==> src/rtl/gfau_pkg.sv <==
// Shared definitions for the GF(p) arithmetic unit: opcodes, FSM states
// and the modular helpers used by both the main pipe and the divide core.
package gfau_pkg;

  localparam logic [1:0] OP_ADD = 2'd0;
  localparam logic [1:0] OP_SUB = 2'd1;
  localparam logic [1:0] OP_MUL = 2'd2;
  localparam logic [1:0] OP_DIV = 2'd3;

  typedef enum logic [1:0] {
    ST_IDLE = 2'd0,
    ST_MUL  = 2'd1,
    ST_DIV  = 2'd2,
    ST_DONE = 2'd3
  } state_t;

  // Helpers work on a carrier one bit wider than the largest supported
  // operand; callers zero-extend WIDTH-bit values in and cast the reduced
  // result back to WIDTH bits, so every sum keeps its carry.
  localparam int GF_MAX_W = 128;
  typedef logic [GF_MAX_W:0] gf_wide_t;

  // (x + y) mod p for x, y in [0, p-1]
  function automatic gf_wide_t mod_add(gf_wide_t x, gf_wide_t y, gf_wide_t p);
    gf_wide_t s;
    s = x + y;
    if (s >= p) s = s - p;
    return s;
  endfunction

  // (x - y) mod p for x, y in [0, p-1]; x + (p - y) lies in [0, 2p)
  function automatic gf_wide_t mod_sub(gf_wide_t x, gf_wide_t y, gf_wide_t p);
    return mod_add(x, p - y, p);
  endfunction

  // x / 2 mod p for odd p: odd x is lifted by p first to make it even
  function automatic gf_wide_t mod_half(gf_wide_t x, gf_wide_t p);
    gf_wide_t s;
    s = x[0] ? (x + p) : x;
    return s >> 1;
  endfunction

endpackage

==> src/rtl/gfau_div_core.sv <==
// Binary extended Euclid divider: computes a * b^-1 mod p, one action per
// clock. done is combinational so the final check costs no extra cycle.
module gfau_div_core
  import gfau_pkg::*;
#(
  parameter int WIDTH     = 32,
  parameter int DIV_BOUND = 4 * WIDTH
) (
  input  logic             i_clk,
  input  logic             i_rst,
  input  logic             start,
  input  logic [WIDTH-1:0] a,
  input  logic [WIDTH-1:0] b,
  input  logic [WIDTH-1:0] p,
  output logic             done,
  output logic [WIDTH-1:0] result
);
  localparam int IW = $clog2(DIV_BOUND + 1);

  logic             running_q, run_nx;
  logic [WIDTH-1:0] u_q, u_nx, v_q, v_nx;
  logic [WIDTH-1:0] x1_q, x1_nx, x2_q, x2_nx, p_q, p_nx;
  logic [IW-1:0]    iter_q, iter_nx;
  logic             u_one, v_one, limit;
  gf_wide_t         x1_w, x2_w, p_w;

  assign x1_w  = gf_wide_t'(x1_q);
  assign x2_w  = gf_wide_t'(x2_q);
  assign p_w   = gf_wide_t'(p_q);
  assign u_one = (u_q == WIDTH'(1));
  assign v_one = (v_q == WIDTH'(1));
  // Safety stop so out-of-range operands (b >= p, even p) cannot hang the unit.
  assign limit = (iter_q == IW'(DIV_BOUND));

  assign done   = running_q && (u_one || v_one || limit);
  assign result = (v_one && !u_one) ? x2_q : x1_q;

  // Next-state for the u/v/x1/x2 datapath, one Euclid action per cycle.
  always_comb begin
    run_nx  = running_q;
    u_nx    = u_q;
    v_nx    = v_q;
    x1_nx   = x1_q;
    x2_nx   = x2_q;
    p_nx    = p_q;
    iter_nx = iter_q;
    if (start) begin
      run_nx  = 1'b1;
      u_nx    = b;
      v_nx    = p;
      x1_nx   = a;
      x2_nx   = '0;
      p_nx    = p;
      iter_nx = '0;
    end else if (running_q) begin
      if (done) begin
        run_nx = 1'b0;
      end else begin
        iter_nx = iter_q + IW'(1);
        if (!u_q[0]) begin
          u_nx  = u_q >> 1;
          x1_nx = WIDTH'(mod_half(x1_w, p_w));
        end else if (!v_q[0]) begin
          v_nx  = v_q >> 1;
          x2_nx = WIDTH'(mod_half(x2_w, p_w));
        end else if (u_q >= v_q) begin
          u_nx  = u_q - v_q;
          x1_nx = WIDTH'(mod_sub(x1_w, x2_w, p_w));
        end else begin
          v_nx  = v_q - u_q;
          x2_nx = WIDTH'(mod_sub(x2_w, x1_w, p_w));
        end
      end
    end
  end

  // Divider state registers.
  always_ff @(posedge i_clk or negedge i_rst) begin
    if (!i_rst) begin
      running_q <= 1'b0;
      u_q       <= '0;
      v_q       <= '0;
      x1_q      <= '0;
      x2_q      <= '0;
      p_q       <= '0;
      iter_q    <= '0;
    end else begin
      running_q <= run_nx;
      u_q       <= u_nx;
      v_q       <= v_nx;
      x1_q      <= x1_nx;
      x2_q      <= x2_nx;
      p_q       <= p_nx;
      iter_q    <= iter_nx;
    end
  end

  // With valid operands the algorithm always converges before the bound.
  a_div_bound : assert property (@(posedge i_clk) disable iff (!i_rst)
    running_q |-> (u_one || v_one || !limit));

endmodule

==> src/rtl/gfau_pipe.sv <==
// GF(p) arithmetic unit with valid/ready handshake. ADD/SUB finish in the
// accept cycle, MUL runs MSB-first one bit per clock, DIV uses gfau_div_core.
//
// state   | meaning
// IDLE    | waiting for a request, in_ready high
// MUL     | interleaved multiply, one operand bit per cycle
// DIV     | divide core iterating
// DONE    | result presented, waiting for out_ready
module gfau_pipe
  import gfau_pkg::*;
#(
  parameter int WIDTH     = 32,
  parameter int DIV_BOUND = 4 * WIDTH
) (
  input  logic             i_clk,
  input  logic             i_rst,
  input  logic             in_valid,
  output logic             in_ready,
  input  logic [1:0]       op,
  input  logic [WIDTH-1:0] in_0,
  input  logic [WIDTH-1:0] in_1,
  input  logic [WIDTH-1:0] prime,
  output logic             out_valid,
  input  logic             out_ready,
  output logic [WIDTH-1:0] result,
  output logic             err,
  output logic             busy
);
  localparam int BW = $clog2(WIDTH);

  state_t           state_q, state_nx;
  logic [WIDTH-1:0] a_q, a_nx, b_q, b_nx, p_q, p_nx;
  logic [WIDTH-1:0] acc_q, acc_nx, result_q, result_nx;
  logic [BW-1:0]    bit_q, bit_nx;
  logic             err_q, err_nx;
  logic             div_start, div_done;
  logic [WIDTH-1:0] div_result;
  gf_wide_t         in0_w, in1_w, prime_w, acc_w, b_w, p_w, mul_w;

  assign in0_w   = gf_wide_t'(in_0);
  assign in1_w   = gf_wide_t'(in_1);
  assign prime_w = gf_wide_t'(prime);
  assign acc_w   = gf_wide_t'(acc_q);
  assign b_w     = gf_wide_t'(b_q);
  assign p_w     = gf_wide_t'(p_q);

  // One MUL step: double, then conditionally add b; both reduced mod p.
  assign mul_w = mod_add(mod_add(acc_w, acc_w, p_w), a_q[bit_q] ? b_w : '0, p_w);

  assign in_ready  = (state_q == ST_IDLE);
  assign out_valid = (state_q == ST_DONE);
  assign busy      = (state_q == ST_MUL) || (state_q == ST_DIV);
  assign result    = result_q;
  assign err       = err_q;

  assign div_start = in_ready && in_valid && (op == OP_DIV) && (in_1 != '0);

  gfau_div_core #(
    .WIDTH     (WIDTH),
    .DIV_BOUND (DIV_BOUND)
  ) u_div (
    .i_clk  (i_clk),
    .i_rst  (i_rst),
    .start  (div_start),
    .a      (in_0),
    .b      (in_1),
    .p      (prime),
    .done   (div_done),
    .result (div_result)
  );

  // Next-state and datapath decode for the sequencing FSM.
  always_comb begin
    state_nx  = state_q;
    a_nx      = a_q;
    b_nx      = b_q;
    p_nx      = p_q;
    acc_nx    = acc_q;
    bit_nx    = bit_q;
    result_nx = result_q;
    err_nx    = err_q;
    case (state_q)
      ST_IDLE: begin
        if (in_valid) begin
          a_nx   = in_0;
          b_nx   = in_1;
          p_nx   = prime;
          err_nx = 1'b0;
          case (op)
            OP_ADD: begin
              result_nx = WIDTH'(mod_add(in0_w, in1_w, prime_w));
              state_nx  = ST_DONE;
            end
            OP_SUB: begin
              result_nx = WIDTH'(mod_sub(in0_w, in1_w, prime_w));
              state_nx  = ST_DONE;
            end
            OP_MUL: begin
              acc_nx   = '0;
              bit_nx   = BW'(WIDTH - 1);
              state_nx = ST_MUL;
            end
            default: begin
              if (in_1 == '0) begin
                result_nx = '0;
                err_nx    = 1'b1;
                state_nx  = ST_DONE;
              end else begin
                state_nx = ST_DIV;
              end
            end
          endcase
        end
      end
      ST_MUL: begin
        acc_nx = WIDTH'(mul_w);
        if (bit_q == '0) begin
          result_nx = WIDTH'(mul_w);
          state_nx  = ST_DONE;
        end else begin
          bit_nx = bit_q - BW'(1);
        end
      end
      ST_DIV: begin
        if (div_done) begin
          result_nx = div_result;
          state_nx  = ST_DONE;
        end
      end
      ST_DONE: begin
        if (out_ready) begin
          err_nx   = 1'b0;
          state_nx = ST_IDLE;
        end
      end
      default: state_nx = ST_IDLE;
    endcase
  end

  // State and datapath registers.
  always_ff @(posedge i_clk or negedge i_rst) begin
    if (!i_rst) begin
      state_q  <= ST_IDLE;
      a_q      <= '0;
      b_q      <= '0;
      p_q      <= '0;
      acc_q    <= '0;
      bit_q    <= '0;
      result_q <= '0;
      err_q    <= 1'b0;
    end else begin
      state_q  <= state_nx;
      a_q      <= a_nx;
      b_q      <= b_nx;
      p_q      <= p_nx;
      acc_q    <= acc_nx;
      bit_q    <= bit_nx;
      result_q <= result_nx;
      err_q    <= err_nx;
    end
  end

endmodule

==> config.mk <==
export PLATFORM = sky130hd
export DESIGN_NAME = gfau_pipe
export DESIGN_NICKNAME = d
export VERILOG_FILES = /design/src/rtl/gfau_pkg.sv /design/src/rtl/gfau_div_core.sv /design/src/rtl/gfau_pipe.sv
export SDC_FILE = /design/constraint.sdc
export NUM_CORES = 2
export LEC_CHECK = 0
export ABC_AREA = 1
export BUFFER_PORTS_ARGS = -buffer_cell sky130_fd_sc_hd__buf_2
export CORE_UTILIZATION = 25
export DETAILED_ROUTE_END_ITERATION = 8
export PLACE_DENSITY = 0.48
export SETUP_SLACK_MARGIN = 0.1
export SLEW_MARGIN = 20
export SYNTH_ARGS = -nofsm -noshare
export SYNTH_HDL_FRONTEND = slang
export SYNTH_HIERARCHICAL = 1
export SYNTH_SLANG_ARGS = --single-unit
==> constraint.sdc <==
create_clock -name i_clk -period 9 [get_ports i_clk]
set_input_delay 0.9 -clock i_clk [delete_from_list [all_inputs] [get_ports i_clk]]
set_output_delay 0.9 -clock i_clk [all_outputs]
set_load 0.01 [all_outputs]
* Word-level counts from Yosys, hierarchy flattened
Cells that the tools add are included.
Operators by class: multiplexer cells 67, add/subtract/negate cells 21, magnitude comparators 8, reductions and logical operators 31, equal/unequal tests 21
Operators by type and width (number):
- 32-bit two-way mux | 37
- 129-bit by 32-bit greater-or-equal comparator with 1-bit output | 4
- 32-bit by 129-bit adder with 129-bit output | 2
- 32-bit subtractor | 7
- 32-bit one-hot mux with 3 select lines | 2
- 32-bit by 32-bit adder with 33-bit output | 4
- 129-bit by 32-bit adder with 129-bit output | 1
- 129-bit two-way mux | 1
- 32-bit by 32-bit subtractor with 33-bit output | 3
- 33-bit by 32-bit greater-or-equal comparator with 1-bit output | 2
- 33-bit two-way mux | 2
- 32-bit by 1-bit == test with 1-bit output (second input constant) | 2
- 32-bit one-hot mux with 2 select lines | 1
- 33-bit by 33-bit adder with 34-bit output | 1
- 33-bit by 32-bit subtractor with 34-bit output | 1
- 32-bit greater-or-equal comparator | 1
- 32-bit logical NOT | 1
- 32-bit nonzero test | 1
- 8-bit two-way mux | 3
- 4-bit AND reduction | 4
- 5-bit two-way mux | 3
- 2-bit inequality test (second input constant) | 5
- 5-bit one-hot mux with 2 select lines | 1
- 1-bit two-way mux | 9
- 26 further kinds | 50
Word-level totals: input bits 102, flip-flop bits (word level) 337, logic and storage cells 165, output and inout port bits 36

* Depth between registers and ports, before layout
depth in word-level cells 10, depth in mapped cells 50, mapped depth without buffers 47

* Hierarchy
The synthesis kept the hierarchy.
By module, submodules not included:
- gfau_div_core | seq. area each 4229.1 um^2, area each 30445.4 um^2, times used 1, cells an instance 5155
- gfau_pipe | seq. area each 4204.0 um^2, area each 24036.8 um^2, times used 1, cells an instance 3826

* Worst setup path before layout
No wires, ideal clock.
kind flip-flop to flip-flop, start reg p_q[31] (netlist name), end reg result_q[29] (netlist: result[29]), library setup time 0.116 ns, path slack 2.782 ns, arrival time 6.102 ns, period minus slack after synthesis 6.218 ns, buffers on the path 6, required time 8.884 ns, stages on the path, launching flop included 45, cells stage by stage dfrtp_1 -> inv_1 -> ha_1 -> a21o_1 -> or2_0 -> a21oi_1 -> nand2_1 -> nor2_1 -> nand2_2 -> buf_6 -> inv_1 -> clkbuf_1 -> clkbuf_1 -> nand2_1 -> o21ai_0 -> ha_1 -> a21oi_1 -> nand2_1 -> [... 9 more ...] -> inv_1 -> ha_1 -> nor2_1 -> nand2_1 -> nor3_1 -> nand4_1 -> nor4_1 -> nand3_1 -> nor2_1 -> nand3_1 -> nand3_4 -> buf_6 -> buf_6 -> nand3_1 -> nand3_1 -> nand2_1 -> nand2_1 -> nand2_1
RTL lines:
- end signal, assigned | line gfau_pipe.sv:158 | result_q <= result_nx;
- end, declared | line gfau_pipe.sv:33 | logic [WIDTH-1:0] acc_q, acc_nx, result_q, result_nx;

* Final worst setup path
start reg u_div.x1_q[2], end reg u_div.x2_q[7]
Between the ends: word-level cells in the longest chain between the ends 10, elaborated cells on any way between the ends 11, those cells by class add/sub (3); order compare (1); mux (7)
RTL lines:
- start, declared | line gfau_div_core.sv:22 | logic [WIDTH-1:0] x1_q, x1_nx, x2_q, x2_nx, p_q, p_nx;
- start signal, assigned | line gfau_div_core.sv:91 | x1_q <= x1_nx;
- 32-bit by 32-bit subtractor with 33-bit output (*) | line gfau_pkg.sv:33 | return mod_add(x, p - y, p);
- 32-bit by 129-bit adder with 129-bit output (*) | line gfau_pkg.sv:26 | s = x + y;
- 129-bit by 32-bit greater-or-equal comparator with 1-bit output / 32-bit subtractor (equally long branches) | line gfau_pkg.sv:27 | if (s >= p) s = s - p;
- 32-bit two-way mux (*) | line gfau_pkg.sv:27
- 32-bit two-way mux (*) | line gfau_div_core.sv:66 | end else if (u_q >= v_q) begin
- 32-bit two-way mux (*) | line gfau_div_core.sv:63 | end else if (!v_q[0]) begin
- 32-bit two-way mux (*) | line gfau_div_core.sv:60 | if (!u_q[0]) begin
- 32-bit two-way mux (*) | line gfau_div_core.sv:56 | if (done) begin
- 32-bit two-way mux (*) | line gfau_div_core.sv:55 | end else if (running_q) begin
- 32-bit two-way mux (*) | line gfau_div_core.sv:47 | if (start) begin
- end signal, assigned | line gfau_div_core.sv:92 | x2_q <= x2_nx;
- end, declared | line gfau_div_core.sv:22
Mark *: on every way between the ends. The rest lies on a longest branch, timed or not. The select of a mux whose other input is x is not followed. A chain may end at the register's enable or synchronous reset.

==> flow_summary.ini <==
[outcome]
status = finished clean

[final_layout]
layout-drive-gt1-share_pct = 4.90
utilization_pct = 27.9
regArea_sq_mm = 0.00843
multi_input_area_sq_mm = 0.0402
n_fill_cell = 24700
layout.nets = 9779
area_growth_pct = 10.5

[setup_path]
crit_fanout = 34
r2r_start = u_div/x1_q[2]
endpoint_kind = flip-flop
cp_slowest_cell = nand3_2
crit_end = u_div/x2_q[7]
worst-endpoint-arrival_ns = 8.68
slowest_delay_ns = 0.66
rrSetupSlack_ns = 0.89
worstPathRequired_ns = 9.56
worstRegToRegCells = 30
r2r-end = u_div/x2_q[7]
crit_top_cell = nand2_1
startpoint_type = flip-flop
critPathLaunch = u_div/x1_q[2]
critPathKind = reg -> reg

[logic_synthesis]
synth_top_family_by_area = simple AND/OR/NAND/NOR gates
synth-compound-area-share_pct = 19.1
yosysSeqAreaShare_pct = 15.5
synth_fp_nets = 9750
synthFlopType = dfrtp_1
async_reset_ff_share_pct = 100
syn_area_per_cell_sq_um = 6.07
synth.distinct_cells = 65
yosysWarnings = 6
synth_xor_area_share_pct = 7.19
syn_inst = 8981
synth_mux_area_share_pct = 0
yosys_register_bits = 337
synthAdderAreaFrac_pct = 15.6
synthSimpleGateAreaFrac_pct = 31.8
synth_edf_count = 0
netlist_area_sq_mm = 0.0545

[routing]
drt_iter0_drc = 7031
dr.pass1.iters = 6
wl_per_cell_um = 26.4
ant_nets = 0
via_per_inst = 5.31
drt_wl_total_um = 315000
route.detailed.drc = 0
num_vias = 63300

[cts]
path_clk_slew_ns = 0.06
hold_buffers = 0
postCtsSetupBuffers = 0
cts.sinks = 337
clk_latency_ns = 0.72
cts_tree = done
cts_resized = 0
htree_levels = 2
cts_buffer_depth = 3
cts_buffers = 53
root_buffer = clkbuf_16

[placed_design]
post-place-ws_ns = 0.978
dp_hpwl_um = 263000
port_buffers = 137
globalplace.congestion = 1.03

[timing]
fmax_mhz = 123
period_needed_ns = 8.11
holdWs_ns = 0.237
rsz0062_at_grt = false
worst_pin_slew_ns = 1.12
max_slew_margin_pct = 24.8
report.final.setup_viol = 0
post-route-worst-setup-slack_ns = 0.888
drv_slew = 0
hold_viol = 0
final.period_utilization_pct = 90.1
tns_ns = 0
fin_skew_ns = 0.0539

[floorplanning]
die_w_um = 469
design.core.area_sq_mm = 0.216
fp.dieH_um = 469
dieArea_sq_mm = 0.220
initial_core_util_pct = 25.3
rows = 170
ioPinCount = 138

[global_routing]
grt_use_total_pct = 27.8
grt_pass1_vias = 59300
overflow = 0
grt_max_degree = 105
antenna_found_initial = 37
grt_pass1_wl_um = 440000

[flow_run]
cap_violations = 0

[worst_hold_path]
hp-class = in -> async
-- area by class of cell --
cell class                      count  share of cell area [%]
Antenna cell                       20                  0.0831
Tap cell                         2838                    5.90
Inverter                         1279                    7.97
Multi-Input combinational cell   7119                    66.7
Clock inverter                     35                   0.742
Timing Repair Buffer              220                    2.21
Sequential cell                   337                    14.0
Clock buffer                       64                    2.41
-- critical path: cells and delay by family (launching register included) --
family,cells,cell delay [ns]
buf+inv,2,0.26
simple gates,13,2.65
compound gates,10,2.38
flops,1,0.49
xor+xnor,2,0.98
fa+ha+maj,3,1.19
-- flip-flops by register name, indices dropped and copies added, names as in the netlist, 2 cells and up --
signal        cells
u_div/p_q        32
u_div/x1_q       32
u_div/v_q        32
u_div/iter_q      8
acc_q            32
result           32
u_div/u_q        32
p_q              32
a_q              32
b_q              32
state_q           2
bit_q             5
u_div/x2_q       32
-- layout by cell type (no fill, tap or decap), drive strengths merged, types with 126 or more instances in the layout --
cell and n:
nor2 908, xnor2 134, ha 649, nand4 126, xor2 313, dfrtp 337
o21ai 645, nand3 571, buf 220, nand2 2288, a21oi 800, inv 1282
-- cells by family after synthesis --
| kind of cell | after synthesis |
|---|---|
| compound gates | 1865 |
| buf+inv | 1525 |
| simple gates | 4140 |
| flops | 337 |
| xor+xnor | 447 |
| fa+ha+maj | 667 |
-- metrics by stage --
step,instance area (sq um),cells
2_1_floorplan,54500,8981
3_3_place_gp,58300,11800
3_5_place_dp,58300,11800
4_1_cts,60200,11900
5_1_grt,60200,11900
6_report,60200,11900
-- cells in the mapped netlist (5+ instances only) --
master / count / area (sq um)
nand2_1: 2256 / 8470
inv_1: 1252 / 4700
nor2_1: 899 / 3370
a21oi_1: 795 / 3980
ha_1: 649 / 8120
o21ai_0: 614 / 3070
nand3_1: 563 / 2820
dfrtp_1: 337 / 8430
xor2_1: 313 / 2740
xnor2_1: 134 / 1170
clkbuf_1: 131 / 492
nand4_1: 124 / 776
nor3_1: 112 / 561
buf_2: 85 / 425
o211ai_1: 83 / 623
o21bai_1: 79 / 593
a31oi_1: 65 / 407
nor4_1: 61 / 382
a21o_1: 55 / 413
a21boi_0: 37 / 278
o21ai_1: 30 / 150
nand2_2: 28 / 175
o21a_1: 25 / 188
nand3b_1: 23 / 173
inv_2: 22 / 82.6
or2_2: 20 / 125
fa_1: 18 / 360
o221ai_1: 13 / 114
and3_1: 12 / 75.1
a22oi_1: 11 / 82.6
buf_6: 10 / 113
a221oi_1: 9 / 78.8
buf_1: 8 / 30.0
o31ai_1: 8 / 60.1
clkbuf_2: 7 / 35.0
a211oi_1: 6 / 45.0
nand3_2: 6 / 60.1
o22ai_1: 6 / 37.5
a31o_2: 5 / 43.8
buf_4: 5 / 37.5
clkinv_1: 5 / 18.8
nor2_2: 5 / 31.3
o2111ai_1: 5 / 43.8
-- worst min path at each step --
stage,end,startpoint,slack [ns],cells past startpoint
6_report,a_q[1],i_rst,0.24,1
5_1_grt,b_q[4],i_rst,0.26,1
4_1_cts,b_q[4],i_rst,0.22,1
3_5_place_dp,a_q[13],a_q[13],0.46,2
3_3_place_gp,a_q[13],a_q[13],0.46,2
2_1_floorplan,a_q[10],a_q[10],0.44,2
-- metal layers --
| metal | wire (um) | GRT usage (%) | vias up | share of wire (%) |
|---|---|---|---|---|
| li1 | - | - | 29600 | - |
| met1 | 140000 | 37.8 | 30400 | 44 |
| met2 | 134000 | 42.7 | 2706 | 43 |
| met3 | 24100 | 4.48 | 520 | 7.7 |
| met4 | 16700 | 13.3 | 26 | 5.3 |
| met5 | 181 | 0 | - | 0.057 |
Power is not shown: default switching activity piles up to over one toggle a cycle in this logic, so the estimate is an artifact.
